===== src/rtl/mx_blk_align.sv =====
// mx_blk_align: collects one MX block of FP32 elements, finds the shared
// exponent (maximum effective exponent) and streams each element's sign and
// augmented mantissa right-aligned to that exponent. Single buffer: the block
// is filled completely, then drained completely, with no overlap.
module mx_blk_align #(
  parameter int BLK_SIZE = 32,
  parameter int EXP_W    = 8,
  parameter int MAN_W    = 23,
  parameter int OUT_W    = 24
) (
  input  logic                        i_clk,
  input  logic                        i_rst,
  input  logic                        i_valid,
  output logic                        o_ready,
  input  logic [EXP_W+MAN_W:0]        i_data,
  output logic                        o_valid,
  input  logic                        i_ready,
  output logic                        o_sign,
  output logic [OUT_W-1:0]            o_man,
  output logic [EXP_W-1:0]            o_shared_exp,
  output logic                        o_special,
  output logic [$clog2(BLK_SIZE)-1:0] o_idx,
  output logic                        o_last
);

  localparam int IDX_W = $clog2(BLK_SIZE);
  // Zero padding below the stored mantissa when OUT_W is wider than {hidden, man}.
  localparam int PAD   = OUT_W - MAN_W - 1;
  localparam logic [IDX_W-1:0] LAST_IDX = IDX_W'(BLK_SIZE - 1);
  // Infinities and NaNs saturate to the largest finite exponent.
  localparam logic [EXP_W-1:0] EXP_SAT  = {{(EXP_W-1){1'b1}}, 1'b0};

  typedef enum logic {S_FILL, S_DRAIN} state_t;

  state_t state, state_nxt;

  logic [IDX_W-1:0] wr_cnt, rd_cnt;
  logic [EXP_W-1:0] max_exp;
  logic             acc, hsk;

  // Block buffer; holds pre-decoded elements so the drain path only shifts.
  logic             mem_sign [BLK_SIZE];
  logic [EXP_W-1:0] mem_eff  [BLK_SIZE];
  logic [OUT_W-1:0] mem_man  [BLK_SIZE];
  logic             mem_spc  [BLK_SIZE];

  logic             in_sign;
  logic [EXP_W-1:0] in_exp;
  logic [MAN_W-1:0] in_man;
  logic [EXP_W-1:0] in_eff;
  logic [OUT_W-1:0] in_aug;
  logic             in_spc;

  logic [EXP_W-1:0] rd_eff;
  logic [OUT_W-1:0] rd_man;
  logic [EXP_W-1:0] shift_d;

  // Effective exponent: zero/denormal behave as exponent 1, all-ones saturates.
  function automatic logic [EXP_W-1:0] eff_exp(input logic [EXP_W-1:0] e);
    if (e == '0)
      return EXP_W'(1);
    else if (e == '1)
      return EXP_SAT;
    else
      return e;
  endfunction

  // {hidden, man} left-aligned in OUT_W; all-ones exponent forces all-ones mantissa.
  function automatic logic [OUT_W-1:0] aug_man(input logic [EXP_W-1:0] e,
                                               input logic [MAN_W-1:0] m);
    logic [MAN_W:0] hm;
    if (e == '0)
      hm = {1'b0, m};
    else if (e == '1)
      hm = '1;
    else
      hm = {1'b1, m};
    return OUT_W'(hm) << PAD;
  endfunction

  // Right shift with truncation; shifting by OUT_W or more flushes to zero.
  function automatic logic [OUT_W-1:0] align_trunc(input logic [OUT_W-1:0] m,
                                                   input logic [EXP_W-1:0] d);
    if (32'(d) >= 32'(OUT_W))
      return '0;
    return m >> d;
  endfunction

  // Stage p0: decode the incoming element
  always_comb begin
    in_sign = i_data[EXP_W+MAN_W];
    in_exp  = i_data[EXP_W+MAN_W-1:MAN_W];
    in_man  = i_data[MAN_W-1:0];
    in_eff  = eff_exp(in_exp);
    in_aug  = aug_man(in_exp, in_man);
    in_spc  = (in_exp == '1);
  end

  assign acc = i_valid & o_ready;
  assign hsk = o_valid & i_ready;

  // FSM state register
  always_ff @(posedge i_clk or posedge i_rst) begin
    if (i_rst)
      state <= S_FILL;
    else
      state <= state_nxt;
  end

  // FSM next state; handshake flags come straight from the state register
  always_comb begin
    state_nxt = state;
    o_ready   = 1'b0;
    o_valid   = 1'b0;
    case (state)
      S_FILL: begin
        o_ready = 1'b1;
        if (acc && (wr_cnt == LAST_IDX))
          state_nxt = S_DRAIN;
      end
      S_DRAIN: begin
        o_valid = 1'b1;
        if (hsk && (rd_cnt == LAST_IDX))
          state_nxt = S_FILL;
      end
      default: state_nxt = S_FILL;
    endcase
  end

  // Write/read counters and running maximum exponent
  always_ff @(posedge i_clk or posedge i_rst) begin
    if (i_rst) begin
      wr_cnt  <= '0;
      rd_cnt  <= '0;
      max_exp <= '0;
    end else begin
      if (acc) begin
        max_exp <= (in_eff > max_exp) ? in_eff : max_exp;
        wr_cnt  <= (wr_cnt == LAST_IDX) ? '0 : wr_cnt + 1'b1;
      end
      if (hsk) begin
        if (rd_cnt == LAST_IDX) begin
          rd_cnt  <= '0;
          max_exp <= '0;
        end else begin
          rd_cnt  <= rd_cnt + 1'b1;
        end
      end
    end
  end

  // Stage p1: block buffer write, data only, never reset
  always_ff @(posedge i_clk) begin
    if (acc) begin
      mem_sign[wr_cnt] <= in_sign;
      mem_eff[wr_cnt]  <= in_eff;
      mem_man[wr_cnt]  <= in_aug;
      mem_spc[wr_cnt]  <= in_spc;
    end
  end

  // Stage p2: align the element under the read pointer to the shared exponent
  always_comb begin
    rd_eff       = mem_eff[rd_cnt];
    rd_man       = mem_man[rd_cnt];
    shift_d      = max_exp - rd_eff;
    o_sign       = o_valid & mem_sign[rd_cnt];
    o_special    = o_valid & mem_spc[rd_cnt];
    o_man        = o_valid ? align_trunc(rd_man, shift_d) : '0;
    o_shared_exp = o_valid ? max_exp : '0;
    o_idx        = rd_cnt;
    o_last       = o_valid & (rd_cnt == LAST_IDX);
  end

endmodule

===== config.mk =====
export PLATFORM = sky130hd
export DESIGN_NAME = mx_blk_align
export DESIGN_NICKNAME = d
export VERILOG_FILES = /design/src/rtl/mx_blk_align.sv
export SDC_FILE = /design/constraint.sdc
export NUM_CORES = 1
export LEC_CHECK = 0
export ABC_AREA = 1
export CAP_MARGIN = 30
export CORE_MARGIN = 2
export CORE_UTILIZATION = 55
export CTS_BUF_LIST = sky130_fd_sc_hd__clkbuf_4 sky130_fd_sc_hd__clkbuf_8 sky130_fd_sc_hd__clkbuf_16
export CTS_CLUSTER_DIAMETER = 40
export CTS_CLUSTER_SIZE = 16
export DETAILED_ROUTE_END_ITERATION = 12
export GPL_ROUTABILITY_DRIVEN = 0
export PLACE_DENSITY = 0.72
export SETUP_SLACK_MARGIN = 0.05
export SLEW_MARGIN = 20
export SYNTH_ARGS = -nofsm -noshare
export SYNTH_HDL_FRONTEND = slang
export SYNTH_SLANG_ARGS = --single-unit

===== constraint.sdc =====
create_clock -name i_clk -period 6.8 [get_ports i_clk]
set_input_delay 1.36 -clock i_clk [delete_from_list [all_inputs] [get_ports i_clk]]
set_output_delay 1.36 -clock i_clk [all_outputs]
set_load 0.1 [all_outputs]

== Word level (Yosys, flattened, before mapping) ==
Memory sizes are Yosys's and may differ from the RTL's.
Cells that the tools add are included.

* Bits in registers: 19
* RAM bits: 1,088
* Input port bits: 36
* Output and inout bits: 42
* Word-level logic and storage cells: 48
* Memories: 4

{| class="wikitable"
|+ Memories
! memory !! words !! width !! rd ports !! clocked after memory_dff !! write ports !! line !! source
|-
| mem_man || 32 || 24 || 1 || 0 || 1 || 44 || <nowiki>logic [OUT_W-1:0] mem_man [BLK_SIZE];</nowiki>
|-
| mem_eff || 32 || 8 || 1 || 0 || 1 || 43 || <nowiki>logic [EXP_W-1:0] mem_eff [BLK_SIZE];</nowiki>
|-
| mem_sign || 32 || 1 || 1 || 0 || 1 || 42 || <nowiki>logic mem_sign [BLK_SIZE];</nowiki>
|-
| mem_spc || 32 || 1 || 1 || 0 || 1 || 45 || <nowiki>logic mem_spc [BLK_SIZE];</nowiki>
|}

* $add $sub $neg: 3
* Order comparisons: 2
* Equal/unequal tests: 3
* Shift operators: 1
* Mux-type cells: 22
* Bitwise operators: 6
* Reduce and logical (&&, ||, !) cells: 3

{| class="wikitable"
|+ Operator list
! cell !! count
|-
| two-way mux 24 bit || 4
|-
| two-way mux 8 bit || 7
|-
| >> shifter 24 x 8 -> 24 bit || 1
|-
| two-way mux 23 bit || 1
|-
| adder 5 x 1 -> 5 bit, second input constant || 2
|-
| equality test 5 bit, second input constant || 2
|-
| two-way mux 5 bit || 2
|-
| equality test 8 bit, second input constant || 1
|-
| >= comparator 8 x 5 -> 1 bit, second input constant || 1
|-
| > comparator 8 bit || 1
|-
| zero test 8 bit || 1
|-
| subtractor 8 bit || 1
|-
| two-way mux 1 bit || 7
|-
| AND 1 bit || 5
|-
| logical AND 1 bit || 2
|-
| case mux 1 bit (2 select lines) || 1
|-
| NOT 1 bit || 1
|}

== Logic depth before layout (Yosys ltp) ==
Gate-level depths: netlist (run 1).

* Depth in word-level cells: 8
* Mapped depth: 37
* Mapped depth without buffers: 28

== Worst setup path after synthesis (run 1) ==
OpenSTA, ideal clock, no wires.

* Path kind: register to output
* Start: register rd_cnt[0], in the netlist o_idx[0]
* End: output o_man[14]
* Arrival time: 6.558 ns
* Required time: 5.440 ns
* Slack: -1.118 ns
* Cell stages (with the launch flop): 32
* Path buffers: 8
* Path through: dfrtp_1 -> buf_4 -> buf_4 -> buf_2 -> buf_2 -> buf_2 -> buf_2 -> clkbuf_1 -> nor2_1 -> o221ai_1 -> nand3_1 -> nand4_1 -> o21ai_0 -> inv_1 -> ha_1 -> inv_1 -> fa_1 -> nand3_1 -> nand2_1 -> nand2_1 -> nand2_1 -> a21oi_1 -> xor2_1 -> nand2_4 -> nor2_8 -> buf_6 -> nand3_1 -> nand2_1 -> nand2_1 -> nand2_1 -> nand2_1 -> a31oi_1

* Word-level cells in the longest chain between the ends: 6
* Elaborated cells on any way between the ends: 8
* Classes of those cells: 1 x add/sub; 1 x order compare; 1 x shift; 3 x mux; 2 x memory

{| class="wikitable"
|+ Ends and longest elaborated chain
! what !! line !! source
|-
| start: declaration || 37 || <nowiki>logic [IDX_W-1:0] wr_cnt, rd_cnt;</nowiki>
|-
| start signal: assignment || 146 || <nowiki>rd_cnt <= rd_cnt + 1'b1;</nowiki>
|-
| memory read (32 x 8 bit) || n/a ||
|-
| subtractor 8 bit || 166 || <nowiki>shift_d = max_exp - rd_eff;</nowiki>
|-
| >= comparator 8 x 5 -> 1 bit || 84 || <nowiki>if (32'(d) >= 32'(OUT_W))</nowiki>
|-
| two-way mux 1 bit || 84 ||
|-
| two-way mux 24 bit (*) || 86 || <nowiki>return m >> d;</nowiki>
|-
| two-way mux 24 bit (*) || 169 || <nowiki>o_man = o_valid ? align_trunc(rd_man, shift_d) : '0;</nowiki>
|-
| end: declaration || 19 || <nowiki>output logic [OUT_W-1:0] o_man,</nowiki>
|}

Every way passes the cells marked *; elsewhere a longest branch is shown, timed or not.

== Worst setup path in the final report (run 1) ==
* Start: register rd_cnt[0], in the netlist o_idx[0]
* End: output o_man[7]

The elaborated chain is that of the path after synthesis.

==> run metrics, run 1 <==
run status=completed; Fmax=approximately 150 MHz; crit end category=primary output; CTS root buffer=clkbuf_16; PortBufs=77; Synth Register Bits=1107; clock latency on the worst-skew pair=roughly 0.70 ns; Syn Nets=approximately 3800; worst stage delay on the critical path=a little over 0.5 ns; # nets final=~3900; top_reg_cell synth=edfxtp_1; crit-path leading delay family=simple AND/OR/NAND/NOR gates; largest net degree at the start of global routing=just over 90; yosys warns=0; Final Cycle Share=a little over nine tenths; Crit path arrival time=about 5.3 ns; Cells after Synth=approximately 3700; top-count cell post-synth=edfxtp_1; Final Max Slew Viols=0; remaining global-route overflow=0; antenna violations before repair=6; die width=~290 um; maxcap violations=0; Die Span Y=between 200 and 300 um; 1st-iter DRT viols=roughly 4800; Hold WC Path Type=reg -> reg; Mapped Area=around 0.046 mm^2; total track usage=approximately 30%; Worst setup startpoint=o_idx[0]$_DFFE_PP0P_; DRC viols=0; CP dominant cell by count=nand3_1; num rows=around 110; cts hold-fix bufs=0; Clock Pin Slew Worst Setup and Hold Paths=approximately 0.07 ns; largest cells by area after synthesis=edfxtp_1 (71%), nand2_1 (6.8%), a21oi_1 (3.9%); remaining antenna violation count=0; RSZ-0062 raised after global routing=yes; critical path start-end classification=reg -> out; Post-Syn Area per Cell=12.4 um^2; via count=~32000; CTS tree=built; Reg2Reg Launch Point=state$_DFF_PP0_; drt first pass iters=9; Worst slew margin=between 20% and 30%; clk buf depth=3; Setup Skew=roughly 0.035 ns; area of the die=approximately 0.086 mm^2; Setup crit start kind=register; DRT Wirelength=136000 um; Synth cell types=47; DR WL/cell=~27 um; Hold Path Origin=wr_cnt[0]$_DFFE_PP0P_; starting density of the core=55.7%; CTS H-tree depth=3; CP max FO=26; Synth-to-Final Area Change=17.8%; hold slack=about 0.64 ns; PnR worst setup slack=approximately 0.10 ns; post-synthesis sequential area ratio=between 70% and 80%; endpoints failing setup=0; top-area cell type share of the netlist area=71.3%; Post-synth EDFFs=between 1000 and 1500; # IOs=78; synth cell count leaders=edfxtp_1 (1088), nand2_1 (825), a21oi_1 (355); share of cells above drive strength 1=13.7%; Placeable Area=0.0822 mm^2; Post-synth ARST share=1.72%; DR vias/cell=~6.5; first-pass GRT wire length=~190000 um; Crit-path slowest cell=dfrtp_4; post-DP HPWL=~74000 um; CP required=5.44 ns; clock sinks=around 1100; vias in the first global route=around 30000; WP buf/inv=5; dpl ws=~0.54 ns; fin crit period=6.70 ns; final count of hold timing violations=0; post-synth top area cell=edfxtp_1; worst slew pin tran=1.07 ns; total CTS buffers=roughly 120
-- layout make-up --
type                            instances  area [um^2]
Sequential cell                      1107        33200
Fill cell                            5628        28300
Multi-Input combinational cell       2277        11900
Clock buffer                          130         3100
Timing Repair Buffer                  236         3020
Tap cell                             1070         1340
Clock inverter                         93         1100
Inverter                               70          317
Timing Repair inverter                  3         38.8
Antenna cell                            2         5.00
-- cells in the final DEF, fill, tap and decap left out, types with 13 or more instances in the layout --
cell type,count
o211ai_1,32
buf_12,35
o21ai_0,198
or2_2,24
nand2_1,821
o22ai_1,51
bufinv_16,15
inv_6,14
clkdlybuf4s50_1,51
dfrtp_1,14
a21oi_1,346
buf_16,25
clkbuf_16,125
o31ai_1,13
clkinv_2,14
nor2_4,51
nand4_1,16
ha_1,23
edfxtp_1,1088
inv_1,60
nor2_1,190
buf_4,107
inv_8,13
o221ai_1,33
a22oi_1,84
nand3_1,261
a32o_1,48
-- worst paths after layout --
| check | cells after the start | to | slack (ns) |
|---|---|---|---|
| setup / recovery | 25 | o_man[7] | 0.10 |
| hold / removal | 2 | wr_cnt[0]$_DFFE_PP0P_ | 0.64 |
| setup reg to reg | 6 | mem_man[15][14]$_DFFE_PP_ | 2.91 |
| hold reg to reg | 2 | wr_cnt[0]$_DFFE_PP0P_ | 0.64 |
| max in group asynchronous | 2 | o_idx[0]$_DFFE_PP0P_ | 4.99 |
| min in group asynchronous | 2 | o_idx[1]$_DFFE_PP0P_ | 1.15 |
-- worst register-to-register path, delay by kind of cell, from the launching register on --
| kind | cells | cell delay [ns] |
|---|---|---|
| AND/OR/NAND/NOR | 3 | 1.63 |
| buffers and inverters | 3 | 1.10 |
| flip-flops | 1 | 0.77 |
-- per-stage QoR --
step | cells | setup TNS, ns | util [%] | area (um^2)
floorplan | 3708 | 0 | - | 46000
global placement | 4697 | 0 | 58.7 | 48300
detailed placement | 4717 | 0 | 59.4 | 48800
CTS | 4955 | 0 | 64.9 | 53300
global route | 4986 | -0.357 | 65.6 | 54000
finish | 4988 | 0 | 65.6 | 54000
-- per-layer routing --
metal | vias up | global-route usage, % | routed length (um)
li1 | 13900 | - | -
met1 | 15700 | 44.4 | 50300
met2 | 2494 | 45.8 | 60400
met3 | 390 | 6.74 | 18600
met4 | 6 | 12.9 | 6300
met5 | - | 0 | 42
-- logic make-up (layout without fill, tap and decap cells) --
| logic type | Yosys count | after routing | share of synthesized area, % |
|---|---|---|---|
| AOI/OAI and AO/OA | 847 | 847 | 11.1 |
| xor gates and xnor gates | 4 | 4 | 0.0764 |
| adders and majority gates | 26 | 26 | 0.726 |
| buffers and inverters | 330 | 532 | 3.19 |
| DFF | 1107 | 1107 | 72.3 |
| other | 0 | 2 | 0 |
| and+or+nand+nor | 1394 | 1400 | 12.6 |
-- state kept, by name, indices dropped and copies added (netlist names) --
register  count
o_idx         5
wr_cnt        5
mem_man     768
mem_eff     256
max_exp       8
mem_spc      32
state         1
mem_sign     32
-- what timing repair did --
item,in CTS,in global routing
endpoints found under the setup margin,24,24
cloned,8,8
pin swaps,3,16
buffers inserted,7,19
gates resized for setup,14,44
Power of run 1 is left out: the tool's default activity adds up to more than one toggle a clock period on the data nets, which glitch-free logic cannot reach.
==> run 2, diff against run 1 <==
==> constraint.sdc (replaced) <==
create_clock -name i_clk -period 6.2 [get_ports i_clk]
set_input_delay 1.24 -clock i_clk [delete_from_list [all_inputs] [get_ports i_clk]]
set_output_delay 1.24 -clock i_clk [all_outputs]
set_load 0.1 [all_outputs]
==> run metrics, run 2 (same netlist as run 1, synthesis figures left out) <==
DRC viols=0; via count=about 33000; CP max FO=16; crit-path leading delay family=simple AND/OR/NAND/NOR gates; WP buf/inv=5; Setup TNS Final=-4.60 ns; Crit path arrival time=5.23 ns; worst slew pin tran=1.09 ns; starting density of the core=55.7%; R2R Setup Slk=2.32 ns; biggest regs=mem_man (768), mem_eff (256); dpl ws=about 0.3 ns; total CTS buffers=130; run status=finished with violations; maxcap violations=0; worst stage delay on the critical path=~0.5 ns; remaining antenna violation count=0; Reg with most FFs=mem_man; CP required=just under 5 ns; met2 WL=~62000 um; Final Max Slew Viols=0; PortBufs=77; hold endpoint=wr_cnt[3]$_DFFE_PP0P_; share of cells above drive strength 1=approximately 15%; Placeable Area=around 0.082 mm^2; Setup crit start kind=register; most frequent cells in the layout=edfxtp_1 (1088), nand2_1 (808), a21oi_1 (347), nand3_1 (245), nor2_1 (189); Clock Pin Slew Worst Setup and Hold Paths=around 0.06 ns; CTS root buffer=clkbuf_16; Crit path depth=27; critical path start-end classification=reg -> out; Setup Skew=0.0236 ns; final count of hold timing violations=0; first-pass GRT wire length=~200000 um; PnR worst setup slack=-0.272 ns; Util after Layout=65.9%; Hold Path Origin=wr_cnt[1]$_DFFE_PP0P_; final non-filler cell total=around 5000; DR vias/cell=approximately 6.5; Crit-path slowest cell=dfrtp_4; M1 WL=51000 um; CP dominant cell by count=nand2_1; multi-input logic area=between 0.01 and 0.015 mm^2; RSZ-0062 raised after global routing=yes; fill count=5680; # nets final=roughly 3900; clock sinks=approximately 1100; worst-case reg-to-reg path depth=6; Hold WC Path Type=reg -> reg; failing checks=setup timing; Die Span Y=approximately 290 um; DP Cell Count=between 4000 and 5000; Reg2Reg Launch Point=state$_DFF_PP0_; Worst slew margin=a little over a quarter; met3 wire length=between 15000 and 20000 um; fin crit period=roughly 6.5 ns; num rows=~110; DRT Wirelength=~140000 um; post-DP HPWL=between 60000 and 70000 um; clk buf depth=3; crit end category=primary output; largest net degree at the start of global routing=177; Top Metal Used=met5; antenna violations before repair=2; DR WL/cell=between 20 and 30 um; Register Area=approximately 0.033 mm^2; hold path cells=2; area of the die=0.0857 mm^2; CTS tree=built; drt first pass iters=9; 1st-iter DRT viols=between 5000 and 6000; CTS H-tree depth=4; reg2reg end=mem_man[10][9]$_DFFE_PP_; Synth-to-Final Area Change=18.3%; vias in the first global route=30700; die width=between 200 and 300 um; max reg flops=approximately 770; Final Cycle Share=104%; remaining global-route overflow=0; Fmax=155 MHz; clock latency on the worst-skew pair=approximately 0.73 ns; total track usage=a little under a third; commonest non-fill, non-tap cell in the layout=edfxtp_1; endpoints failing setup=24; # IOs=between 70 and 80; n_diodes=0
run 2: per-stage QoR:
stage,area [um^2],hold slack (ns)
4_1_cts,53700,0.644
5_1_grt,54200,0.674
6_report,54200,0.641
3_3_place_gp,48400,0.621
3_5_place_dp,48500,0.633
2_1_floorplan,46200,0.536
run 2: layout make-up:
type | count | share of cell area, %
Clock buffer | 144 | 6.35
Clock inverter | 95 | 2.10
Inverter | 70 | 0.609
Multi-Input combinational cell | 2279 | 22.3
Sequential cell | 1107 | 61.2
Tap cell | 1070 | 2.47
Timing Repair Buffer | 226 | 4.86
Timing Repair inverter | 6 | 0.143
run 2: worst register-to-register path, stage by stage, from the launching register on:
cell and delay, ns:
dfrtp_1 0.77, inv_1 0.25, nand2_1 0.16, inv_1 0.31
nand2_1 0.53, nor2_4 0.83, buf_4 0.63
run 2: repair_timing:
action,in CTS,in global routing
pin swaps,18,34
setup endpoints to repair,24,24
gates resized for setup,42,81
buffers inserted,14,10
gates cloned,16,9
hold buffers,0,0
run 2: per-layer routing:
layer  global-route usage (%)  vias up
met5                        0        -
met4                     13.5        2
met3                     7.09      413
met2                     46.9     2524
met1                     44.3    15900
li1                         -    13900
run 2: worst max path at each step:
stage,from,end,slack [ns]
after floorplan,o_idx[0]$_DFFE_PP0P_,o_man[10],-0.004
after global placement,o_idx[0]$_DFFE_PP0P_,o_man[3],0.39
after detailed placement,o_idx[0]$_DFFE_PP0P_,o_man[0],0.30
after CTS,o_idx[2]$_DFFE_PP0P_,o_man[0],0.04
after global routing,o_idx[0]$_DFFE_PP0P_,o_man[11],-0.45
final,o_idx[0]$_DFFE_PP0P_,o_man[4],-0.27
Power of run 2 is left out for the same reason.
